### src/rtl/fasta_pkg.sv
// fasta_pkg: shared constants for the FASTA sequence packer.
//   - FSM state encodings (IDLE, PRIME, HEADER, SEQ, FLUSH, DONE)
//   - ASCII control characters recognised in the FASTA stream
//   - 2-bit nucleotide codes and the byte-to-code helper
package fasta_pkg;

    localparam logic [2:0] ST_IDLE   = 3'd0;
    localparam logic [2:0] ST_PRIME  = 3'd1;
    localparam logic [2:0] ST_HEADER = 3'd2;
    localparam logic [2:0] ST_SEQ    = 3'd3;
    localparam logic [2:0] ST_FLUSH  = 3'd4;
    localparam logic [2:0] ST_DONE   = 3'd5;

    localparam logic [7:0] CH_GT = 8'h3E;
    localparam logic [7:0] CH_LF = 8'h0A;
    localparam logic [7:0] CH_CR = 8'h0D;

    localparam logic [1:0] NUC_A = 2'b00;
    localparam logic [1:0] NUC_C = 2'b01;
    localparam logic [1:0] NUC_G = 2'b10;
    localparam logic [1:0] NUC_T = 2'b11;

    // Returns {invalid, code}; anything that is not a nucleotide letter
    // encodes as A and raises the invalid bit.
    function automatic logic [2:0] nuc_encode(input logic [7:0] ch);
        logic [2:0] r;
        case (ch)
            8'h41, 8'h61: r = {1'b0, NUC_A};
            8'h43, 8'h63: r = {1'b0, NUC_C};
            8'h47, 8'h67: r = {1'b0, NUC_G};
            8'h54, 8'h74: r = {1'b0, NUC_T};
            default:      r = {1'b1, NUC_A};
        endcase
        return r;
    endfunction

endpackage

### src/rtl/fasta_seq_packer_packer.sv
// fasta_word_packer: accumulates LANE_W-bit lanes into a word, LSB lane first.
//   clear   - drop any partial word
//   push    - insert lane_in at the next free lane
//   flush   - emit a partial word (unused lanes are zero), no-op when empty
//   word_o  - word to write, valid while emit_o is high
//   emit_o  - a complete (push into last lane) or flushed partial word is ready
//   empty_o - no lanes currently occupied
module fasta_word_packer #(
    parameter int LANE_W = 8,
    parameter int LANES  = 1
) (
    input  logic                      clk,
    input  logic                      rst_n,
    input  logic                      clear,
    input  logic                      push,
    input  logic                      flush,
    input  logic [LANE_W-1:0]         lane_in,
    output logic [LANE_W*LANES-1:0]   word_o,
    output logic                      emit_o,
    output logic                      empty_o
);

    localparam int W     = LANE_W * LANES;
    localparam int IDX_W = (LANES > 1) ? $clog2(LANES) : 1;
    localparam logic [IDX_W-1:0] IDX_LAST = IDX_W'(LANES - 1);
    localparam logic [IDX_W-1:0] IDX_ZERO = {IDX_W{1'b0}};

    logic [W-1:0]     word_q, word_d, ins_s;
    logic [IDX_W-1:0] idx_q, idx_d;

    // Current word with lane_in dropped into the lane selected by idx_q.
    always_comb begin
        ins_s = word_q;
        for (int i = 0; i < LANES; i++) begin
            if (idx_q == IDX_W'(i)) begin
                ins_s[i*LANE_W +: LANE_W] = lane_in;
            end else begin
                ins_s[i*LANE_W +: LANE_W] = word_q[i*LANE_W +: LANE_W];
            end
        end
    end

    // Next-state and emit logic; lanes are cleared after each emit so a
    // later partial word is naturally zero-padded.
    always_comb begin
        word_d = word_q;
        idx_d  = idx_q;
        emit_o = 1'b0;
        word_o = word_q;
        if (clear) begin
            word_d = {W{1'b0}};
            idx_d  = IDX_ZERO;
        end else if (push) begin
            if (idx_q == IDX_LAST) begin
                emit_o = 1'b1;
                word_o = ins_s;
                word_d = {W{1'b0}};
                idx_d  = IDX_ZERO;
            end else begin
                word_d = ins_s;
                idx_d  = idx_q + IDX_W'(1'b1);
            end
        end else if (flush) begin
            emit_o = (idx_q != IDX_ZERO);
            word_o = word_q;
            word_d = {W{1'b0}};
            idx_d  = IDX_ZERO;
        end else begin
            word_d = word_q;
            idx_d  = idx_q;
        end
    end

    assign empty_o = (idx_q == IDX_ZERO);

    // Lane accumulator registers.
    always_ff @(posedge clk or negedge rst_n) begin
        if (!rst_n) begin
            word_q <= {W{1'b0}};
            idx_q  <= IDX_ZERO;
        end else begin
            word_q <= word_d;
            idx_q  <= idx_d;
        end
    end

endmodule

### src/rtl/fasta_seq_packer.sv
// fasta_seq_packer: streams a FASTA file from an external ROM and writes the
// bases (ASCII or 2-bit packed) into an external RAM.
//   start/rom_len          - run request and number of ROM bytes to process
//   rom_addr/rom_data      - ROM byte interface, data one cycle after address
//   ram_addr/ram_data/ram_we - RAM word write port
//   busy/done              - run status, done is a one-cycle pulse
//   overflow/err_invalid   - sticky RAM-full and bad-nucleotide flags
//   seq_count/base_count   - saturating record and stored-base counters
module fasta_seq_packer #(
    parameter int ROM_ADDR_WIDTH = 15,
    parameter int RAM_ADDR_WIDTH = 15,
    parameter int RAM_DATA_WIDTH = 8,
    parameter int ENCODE         = 0
) (
    input  logic                      clk,
    input  logic                      rst_n,
    input  logic                      start,
    input  logic [ROM_ADDR_WIDTH:0]   rom_len,
    output logic [ROM_ADDR_WIDTH-1:0] rom_addr,
    input  logic [7:0]                rom_data,
    output logic [RAM_ADDR_WIDTH-1:0] ram_addr,
    output logic [RAM_DATA_WIDTH-1:0] ram_data,
    output logic                      ram_we,
    output logic                      busy,
    output logic                      done,
    output logic                      overflow,
    output logic                      err_invalid,
    output logic [15:0]               seq_count,
    output logic [31:0]               base_count
);
    import fasta_pkg::*;

    localparam int   LANE_W = (ENCODE != 0) ? 2 : 8;
    localparam int   LANES  = RAM_DATA_WIDTH / LANE_W;
    localparam logic ENC_ON = (ENCODE != 0);

    logic [2:0]                state_q, state_d;
    logic [ROM_ADDR_WIDTH-1:0] rom_addr_q, rom_addr_d;
    logic [ROM_ADDR_WIDTH:0]   cnt_q, cnt_d, len_q, len_d;
    logic                      line_start_q, line_start_d;
    logic [RAM_ADDR_WIDTH-1:0] wr_ptr_q, wr_ptr_d, ram_addr_q, ram_addr_d;
    logic                      addr_full_q, addr_full_d;
    logic [RAM_DATA_WIDTH-1:0] ram_data_q, ram_data_d;
    logic                      ram_we_q, ram_we_d, busy_q, busy_d, done_q, done_d;
    logic                      overflow_q, overflow_d, err_invalid_q, err_invalid_d;
    logic [15:0]               seq_count_q, seq_count_d;
    logic [31:0]               base_count_q, base_count_d;

    logic [2:0]                enc_s;
    logic [7:0]                lane_full_s;
    logic                      pk_clear_s, pk_push_s, pk_flush_s, pk_emit_s, pk_empty_s;
    logic [RAM_DATA_WIDTH-1:0] pk_word_s;

    assign enc_s       = nuc_encode(rom_data);
    assign lane_full_s = ENC_ON ? {6'b000000, enc_s[1:0]} : rom_data;

    fasta_word_packer #(
        .LANE_W (LANE_W),
        .LANES  (LANES)
    ) u_packer (
        .clk     (clk),
        .rst_n   (rst_n),
        .clear   (pk_clear_s),
        .push    (pk_push_s),
        .flush   (pk_flush_s),
        .lane_in (lane_full_s[LANE_W-1:0]),
        .word_o  (pk_word_s),
        .emit_o  (pk_emit_s),
        .empty_o (pk_empty_s)
    );

    // Main FSM: byte classification, counters and RAM write scheduling.
    always_comb begin
        state_d       = state_q;
        rom_addr_d    = rom_addr_q;
        cnt_d         = cnt_q;
        len_d         = len_q;
        line_start_d  = line_start_q;
        wr_ptr_d      = wr_ptr_q;
        addr_full_d   = addr_full_q;
        ram_addr_d    = ram_addr_q;
        ram_data_d    = ram_data_q;
        ram_we_d      = 1'b0;
        done_d        = 1'b0;
        overflow_d    = overflow_q;
        err_invalid_d = err_invalid_q;
        seq_count_d   = seq_count_q;
        base_count_d  = base_count_q;
        pk_clear_s    = 1'b0;
        pk_push_s     = 1'b0;
        pk_flush_s    = 1'b0;

        case (state_q)
            ST_IDLE: begin
                if (start) begin
                    rom_addr_d    = {ROM_ADDR_WIDTH{1'b0}};
                    cnt_d         = {(ROM_ADDR_WIDTH+1){1'b0}};
                    len_d         = rom_len;
                    line_start_d  = 1'b1;
                    wr_ptr_d      = {RAM_ADDR_WIDTH{1'b0}};
                    addr_full_d   = 1'b0;
                    overflow_d    = 1'b0;
                    err_invalid_d = 1'b0;
                    seq_count_d   = 16'd0;
                    base_count_d  = 32'd0;
                    pk_clear_s    = 1'b1;
                    state_d       = (rom_len == {(ROM_ADDR_WIDTH+1){1'b0}}) ? ST_DONE : ST_PRIME;
                end else begin
                    state_d = ST_IDLE;
                end
            end
            ST_PRIME: begin
                // Byte 0 lands on rom_data next cycle; prefetch byte 1 now.
                rom_addr_d = rom_addr_q + ROM_ADDR_WIDTH'(1'b1);
                state_d    = ST_SEQ;
            end
            ST_HEADER, ST_SEQ: begin
                if (cnt_q == len_q) begin
                    state_d = ST_FLUSH;
                end else begin
                    cnt_d      = cnt_q + (ROM_ADDR_WIDTH+1)'(1'b1);
                    rom_addr_d = rom_addr_q + ROM_ADDR_WIDTH'(1'b1);
                    if (state_q == ST_HEADER) begin
                        if (rom_data == CH_LF) begin
                            line_start_d = 1'b1;
                            state_d      = ST_SEQ;
                        end else begin
                            state_d = ST_HEADER;
                        end
                    end else if ((rom_data == CH_GT) && line_start_q) begin
                        // Packed mode word-aligns every record.
                        pk_flush_s  = ENC_ON && !pk_empty_s;
                        seq_count_d = (&seq_count_q) ? seq_count_q : seq_count_q + 16'd1;
                        state_d     = ST_HEADER;
                    end else if (rom_data == CH_LF) begin
                        line_start_d = 1'b1;
                    end else if (rom_data == CH_CR) begin
                        line_start_d = line_start_q;
                    end else begin
                        line_start_d  = 1'b0;
                        pk_push_s     = 1'b1;
                        err_invalid_d = err_invalid_q | (ENC_ON & enc_s[2]);
                        base_count_d  = (&base_count_q) ? base_count_q : base_count_q + 32'd1;
                    end
                end
            end
            ST_FLUSH: begin
                pk_flush_s = !pk_empty_s;
                state_d    = ST_DONE;
            end
            ST_DONE: begin
                done_d  = 1'b1;
                state_d = ST_IDLE;
            end
            default: begin
                state_d = ST_IDLE;
            end
        endcase

        // Once the last RAM address is used, any further word aborts the run.
        if (pk_emit_s) begin
            if (addr_full_q) begin
                overflow_d = 1'b1;
                state_d    = ST_DONE;
            end else begin
                ram_we_d    = 1'b1;
                ram_addr_d  = wr_ptr_q;
                ram_data_d  = pk_word_s;
                wr_ptr_d    = wr_ptr_q + RAM_ADDR_WIDTH'(1'b1);
                addr_full_d = &wr_ptr_q;
            end
        end else begin
            ram_we_d = 1'b0;
        end

        busy_d = (state_d != ST_IDLE);
    end

    // State and registered outputs.
    always_ff @(posedge clk or negedge rst_n) begin
        if (!rst_n) begin
            state_q       <= ST_IDLE;
            rom_addr_q    <= {ROM_ADDR_WIDTH{1'b0}};
            cnt_q         <= {(ROM_ADDR_WIDTH+1){1'b0}};
            len_q         <= {(ROM_ADDR_WIDTH+1){1'b0}};
            line_start_q  <= 1'b0;
            wr_ptr_q      <= {RAM_ADDR_WIDTH{1'b0}};
            addr_full_q   <= 1'b0;
            ram_addr_q    <= {RAM_ADDR_WIDTH{1'b0}};
            ram_data_q    <= {RAM_DATA_WIDTH{1'b0}};
            ram_we_q      <= 1'b0;
            busy_q        <= 1'b0;
            done_q        <= 1'b0;
            overflow_q    <= 1'b0;
            err_invalid_q <= 1'b0;
            seq_count_q   <= 16'd0;
            base_count_q  <= 32'd0;
        end else begin
            state_q       <= state_d;
            rom_addr_q    <= rom_addr_d;
            cnt_q         <= cnt_d;
            len_q         <= len_d;
            line_start_q  <= line_start_d;
            wr_ptr_q      <= wr_ptr_d;
            addr_full_q   <= addr_full_d;
            ram_addr_q    <= ram_addr_d;
            ram_data_q    <= ram_data_d;
            ram_we_q      <= ram_we_d;
            busy_q        <= busy_d;
            done_q        <= done_d;
            overflow_q    <= overflow_d;
            err_invalid_q <= err_invalid_d;
            seq_count_q   <= seq_count_d;
            base_count_q  <= base_count_d;
        end
    end

    assign rom_addr    = rom_addr_q;
    assign ram_addr    = ram_addr_q;
    assign ram_data    = ram_data_q;
    assign ram_we      = ram_we_q;
    assign busy        = busy_q;
    assign done        = done_q;
    assign overflow    = overflow_q;
    assign err_invalid = err_invalid_q;
    assign seq_count   = seq_count_q;
    assign base_count  = base_count_q;

endmodule

### config.mk
export PLATFORM = sky130hd
export DESIGN_NAME = fasta_seq_packer
export DESIGN_NICKNAME = d
export VERILOG_FILES = /design/src/rtl/fasta_pkg.sv /design/src/rtl/fasta_seq_packer_packer.sv /design/src/rtl/fasta_seq_packer.sv
export SDC_FILE = /design/constraint.sdc
export NUM_CORES = 1
export LEC_CHECK = 0
export CAP_MARGIN = 25
export CORE_ASPECT_RATIO = 0.75
export CORE_MARGIN = 4
export CORE_UTILIZATION = 45
export DETAILED_ROUTE_END_ITERATION = 8
export HOLD_SLACK_MARGIN = 0.15
export PLACE_DENSITY = 0.71
export SKIP_CTS_REPAIR_TIMING = 1
export SLEW_MARGIN = 40
export SYNTH_ARGS = -nofsm -noshare
export SYNTH_HDL_FRONTEND = slang
export SYNTH_SLANG_ARGS = --single-unit
### constraint.sdc
create_clock -name clk -period 2.3 [get_ports clk]
set_input_delay 0.46 -clock clk [delete_from_list [all_inputs] [get_ports clk]]
set_output_delay 0.46 -clock clk [all_outputs]
set_load 0.01 [all_outputs]
==> impl_results.rst <==
.. list-table::
   :header-rows: 1

   * - Metric
     - Value
   * - Outcome
     - finished clean
   * - Number of CTS-inserted buffers
     - 17
   * - Die Y
     - approximately 120 µm
   * - Flops & latches, synth
     - between 100 and 150
   * - Top cell type's share of synthesized area
     - a little under half
   * - Category of the worst setup path capture point
     - register
   * - Max-cap viol count
     - 0
   * - DR vias/cell
     - between 5 and 6
   * - Initial core utilization
     - between 40% and 50%
   * - Min setup slack post-route
     - roughly 90 ps
   * - Last weighted congestion value of the routability-driven placer
     - 0.910
   * - Overall Power
     - between 0.01 and 0.015 W
   * - Count of endpoints failing hold in the final timing report
     - 0
   * - Maximum vdd ir drop
     - just over 0.6 mV
   * - Number of nets still failing antenna checks after routing
     - 0
   * - Share of layout cells above drive strength 1
     - between 10% and 20%
   * - Port Buffer Count
     - 116
   * - Synth Flop Type
     - sky130_fd_sc_hd__dfrtp_1
   * - Routed wire per std cell
     - between 15 and 20 µm
   * - Die Footprint
     - ~0.019 mm²
   * - Placed cell area
     - approximately 0.0095 mm²
   * - Global routing usage summed across all routing layers
     - between 20 and 25%
   * - Antenna diodes
     - 0
   * - Worst reg2reg endpoint
     - base_count[21]$_DFFE_PN0P_
   * - Transition time of the tightest slew-check pin
     - approximately 550 ps
   * - Max Root-Sink Buffers
     - 2
   * - Post-synthesis instance area
     - around 0.0076 mm²
   * - Post-route minimum period
     - 2210 ps
   * - Hold path start
     - rom_data[5]
   * - Number of levels the H-tree was split into
     - 4
   * - Area growth, synth to finish
     - 35.9%
   * - Commonest cells in the netlist
     - sky130_fd_sc_hd__nand2_1 (181), sky130_fd_sc_hd__dfrtp_1 (142), sky130_fd_sc_hd__a21oi_1 (47)
   * - DRT Pass-1 Iters
     - 5
   * - Buffer cell driving the clock tree root
     - sky130_fd_sc_hd__clkbuf_16
   * - Worst endpoint data arrival time
     - 2570 ps
   * - Sequential standard cell area
     - between 0.003 and 0.004 mm²
   * - Number of placed I/O pins
     - around 120
   * - Setup Crit Path Kind
     - reg -> reg
   * - Biggest area contributors in the synthesized netlist
     - sky130_fd_sc_hd__dfrtp_1 (47%), sky130_fd_sc_hd__nand2_1 (8.9%), sky130_fd_sc_hd__mux2i_1 (3.4%)
   * - Share of synthesized registers carrying an async set or reset
     - 100%
   * - Maximum frequency from static timing analysis
     - between 0.4 and 0.5 GHz
   * - Final Routed Wirelength
     - around 21000 µm
   * - Clk slew on worst S/H paths
     - roughly 60 ps
   * - Placeable Area
     - approximately 0.016 mm²
   * - Launching point of the worst reg2reg path
     - cnt_q[11]$_DFFE_PN0P_
   * - Portion of the clock cycle consumed by the worst path in the final layout
     - between 90% and 100%
   * - Final setup fails
     - 0
   * - Portion of the post-synthesis area used by sequential elements
     - a little under half
   * - R2R depth
     - 9
   * - DRC marker count from the first detailed-route iteration
     - roughly 660
   * - Leading cell type by number of instances after synthesis
     - sky130_fd_sc_hd__nand2_1
   * - Chip Width
     - between 150 and 200 µm
   * - Total via count in the routed design
     - between 7000 and 8000
   * - Setup TNS
     - 0 ps
   * - Wire length of the first global-routing pass
     - 34200 µm
   * - Reg2Reg Setup Slack
     - about 90 ps
   * - Power density over the cells
     - about 1100 mW/mm²
   * - Post-Syn Area per Cell
     - between 9 and 10 µm²
   * - Largest incremental delay on the critical path
     - around 520 ps
   * - Yosys warns
     - 0
   * - Number of antenna violations at the first check in global routing
     - 0
   * - Slowest CP cell
     - sky130_fd_sc_hd__or4_1
   * - Remaining global-route overflow
     - 0
   * - Skew-Pair Late Insertion Delay
     - approximately 430 ps
   * - Number of global-route vias before repair
     - roughly 6600
   * - Placed wire-length estimate after detailed placement
     - around 14000 µm
   * - Critical Path End
     - base_count[21]$_DFFE_PN0P_
   * - Setup repair after global routing missed its margin
     - yes
   * - Pre-CTS WS
     - -385 ps
   * - Number of instances in the synthesized netlist
     - around 840
   * - Clock tree skew after final layout
     - ~11 ps
   * - Multi-input gate area in the final layout
     - 0.00387 mm²
   * - Lkg Pwr
     - approximately 4.6 nW
   * - Hold crit path type
     - in -> reg
   * - Cell area after layout
     - 0.0104 mm²
   * - CP required
     - 2660 ps
   * - Total DRC errors in the routed layout
     - 0
   * - Maximum net fanout on the critical path
     - 18
   * - Num Clock Sinks
     - between 100 and 150
   * - Number of nets in the finished design
     - between 1000 and 1500
   * - Cell seen most often among critical-path stages
     - sky130_fd_sc_hd__buf_4
   * - Maximum number of pins on one net before global-route repair
     - between 70 and 80
   * - Number of distinct library cells after synthesis
     - 65
   * - Pins Over Slew Limit
     - 0
   * - Cell row count
     - 40
   * - Clock tree from TritonCTS
     - yes
   * - Min Hold Slack
     - about 370 ps
   * - Start point of the critical path
     - cnt_q[11]$_DFFE_PN0P_
   * - Post-synth EDFFs
     - 0
   * - Number of fill cells in the layout
     - about 1300
   * - Cell accounting for the most synthesized area
     - sky130_fd_sc_hd__dfrtp_1
   * - Cell-by-cell trace of the critical path
     - xor2_2 -> nor4_2 -> buf_4 -> nand4_4 -> a21oi_4 -> buf_4 -> clkbuf_16 -> or4_1 -> a21oi_2
   * - Launching element type of the critical path
     - register
   * - Net count of the mapped netlist
     - around 870
   * - Slew HR
     - between 60% and 70%
-- sequential cells by signal, summed over array words and instances (netlist names), 3 cells and up --
register,count
base_count,32
cnt_q,16
len_q,16
ram_addr,15
ram_data,8
rom_addr,15
seq_count,16
state_q,3
wr_ptr_q,15
-- cell usage in the layout (no fill, tap or decap), types with 19 or more instances in the layout --
master,instances
sky130_fd_sc_hd__a21oi_1,47
sky130_fd_sc_hd__buf_4,86
sky130_fd_sc_hd__clkbuf_16,19
sky130_fd_sc_hd__clkdlybuf4s50_1,113
sky130_fd_sc_hd__dfrtp_1,138
sky130_fd_sc_hd__mux2i_1,26
sky130_fd_sc_hd__nand2_1,181
sky130_fd_sc_hd__nand2b_1,19
sky130_fd_sc_hd__nand3_1,43
sky130_fd_sc_hd__nand4_1,31
sky130_fd_sc_hd__nor2_1,31
sky130_fd_sc_hd__o21ai_0,25
sky130_fd_sc_hd__o31ai_1,27
sky130_fd_sc_hd__or4_1,30
-- metal layers --
metal	routed length (µm)	vias to the layer above	track usage, %
met5	0	-	0
met4	218	0	5.75
met3	1260	17	4.36
met2	9300	210	32.9
met1	10300	3449	33.3
li1	-	3412	-
-- how the worst min path moves through the flow --
stage / endpoint / slack (ps) / depth (start not counted)
3_3_place_gp: ram_addr[5]$_DFFE_PN0P_ / 410 / 1
3_5_place_dp: ram_data[3]$_DFFE_PN0P_ / 410 / 1
6_report: ram_data[5]$_DFFE_PN0P_ / 370 / 3
2_1_floorplan: addr_full_q$_DFF_PN0_ / 160 / 0
4_1_cts: ram_data[7]$_DFFE_PN0P_ / -50 / 1
5_1_grt: ram_data[5]$_DFFE_PN0P_ / 370 / 3
-- worst max-delay path, delay by kind of cell (launching register included) --
family,cells,cell delay [ps]
compound gates,2,270
xor+xnor,1,180
buf+inv,3,480
flops,1,460
simple gates,3,740
-- final cells by class --
cell class	instances	share of cell area, %
Tap cell	210	2.53
Sequential cell	142	34.3
Inverter	15	0.542
Timing Repair Buffer	211	19.2
Multi-Input combinational cell	635	37.2
Clock inverter	10	1.79
Clock buffer	21	4.43
-- report_power, final --
group,total [W],internal (W),switching (W)
logic,0.00453,0.00203,0.00250
registers,0.00357,0.00306,0.000504
clock network,0.00306,0.00197,0.00108
total,0.0112,0.00707,0.00409
-- metrics by stage --
stage	util, %	std cells
final	63.7	1244
after global routing	63.7	1244
after CTS	62.2	1230
after detailed placement	58.2	1199
after global placement	58.2	1199
after floorplan	-	837
-- cells by family after synthesis --
logic type      count (synthesis)  share of synthesized area (%)
buf+inv                        61                           3.98
mux                            28                           3.70
flops                         142                           46.5
other cells                     1                         0.0491
xor+xnor                       26                           2.98
compound gates                138                           11.8
fa+ha+maj                       5                          0.819
simple gates                  436                           30.2
Power figures use the tool's default switching activity.
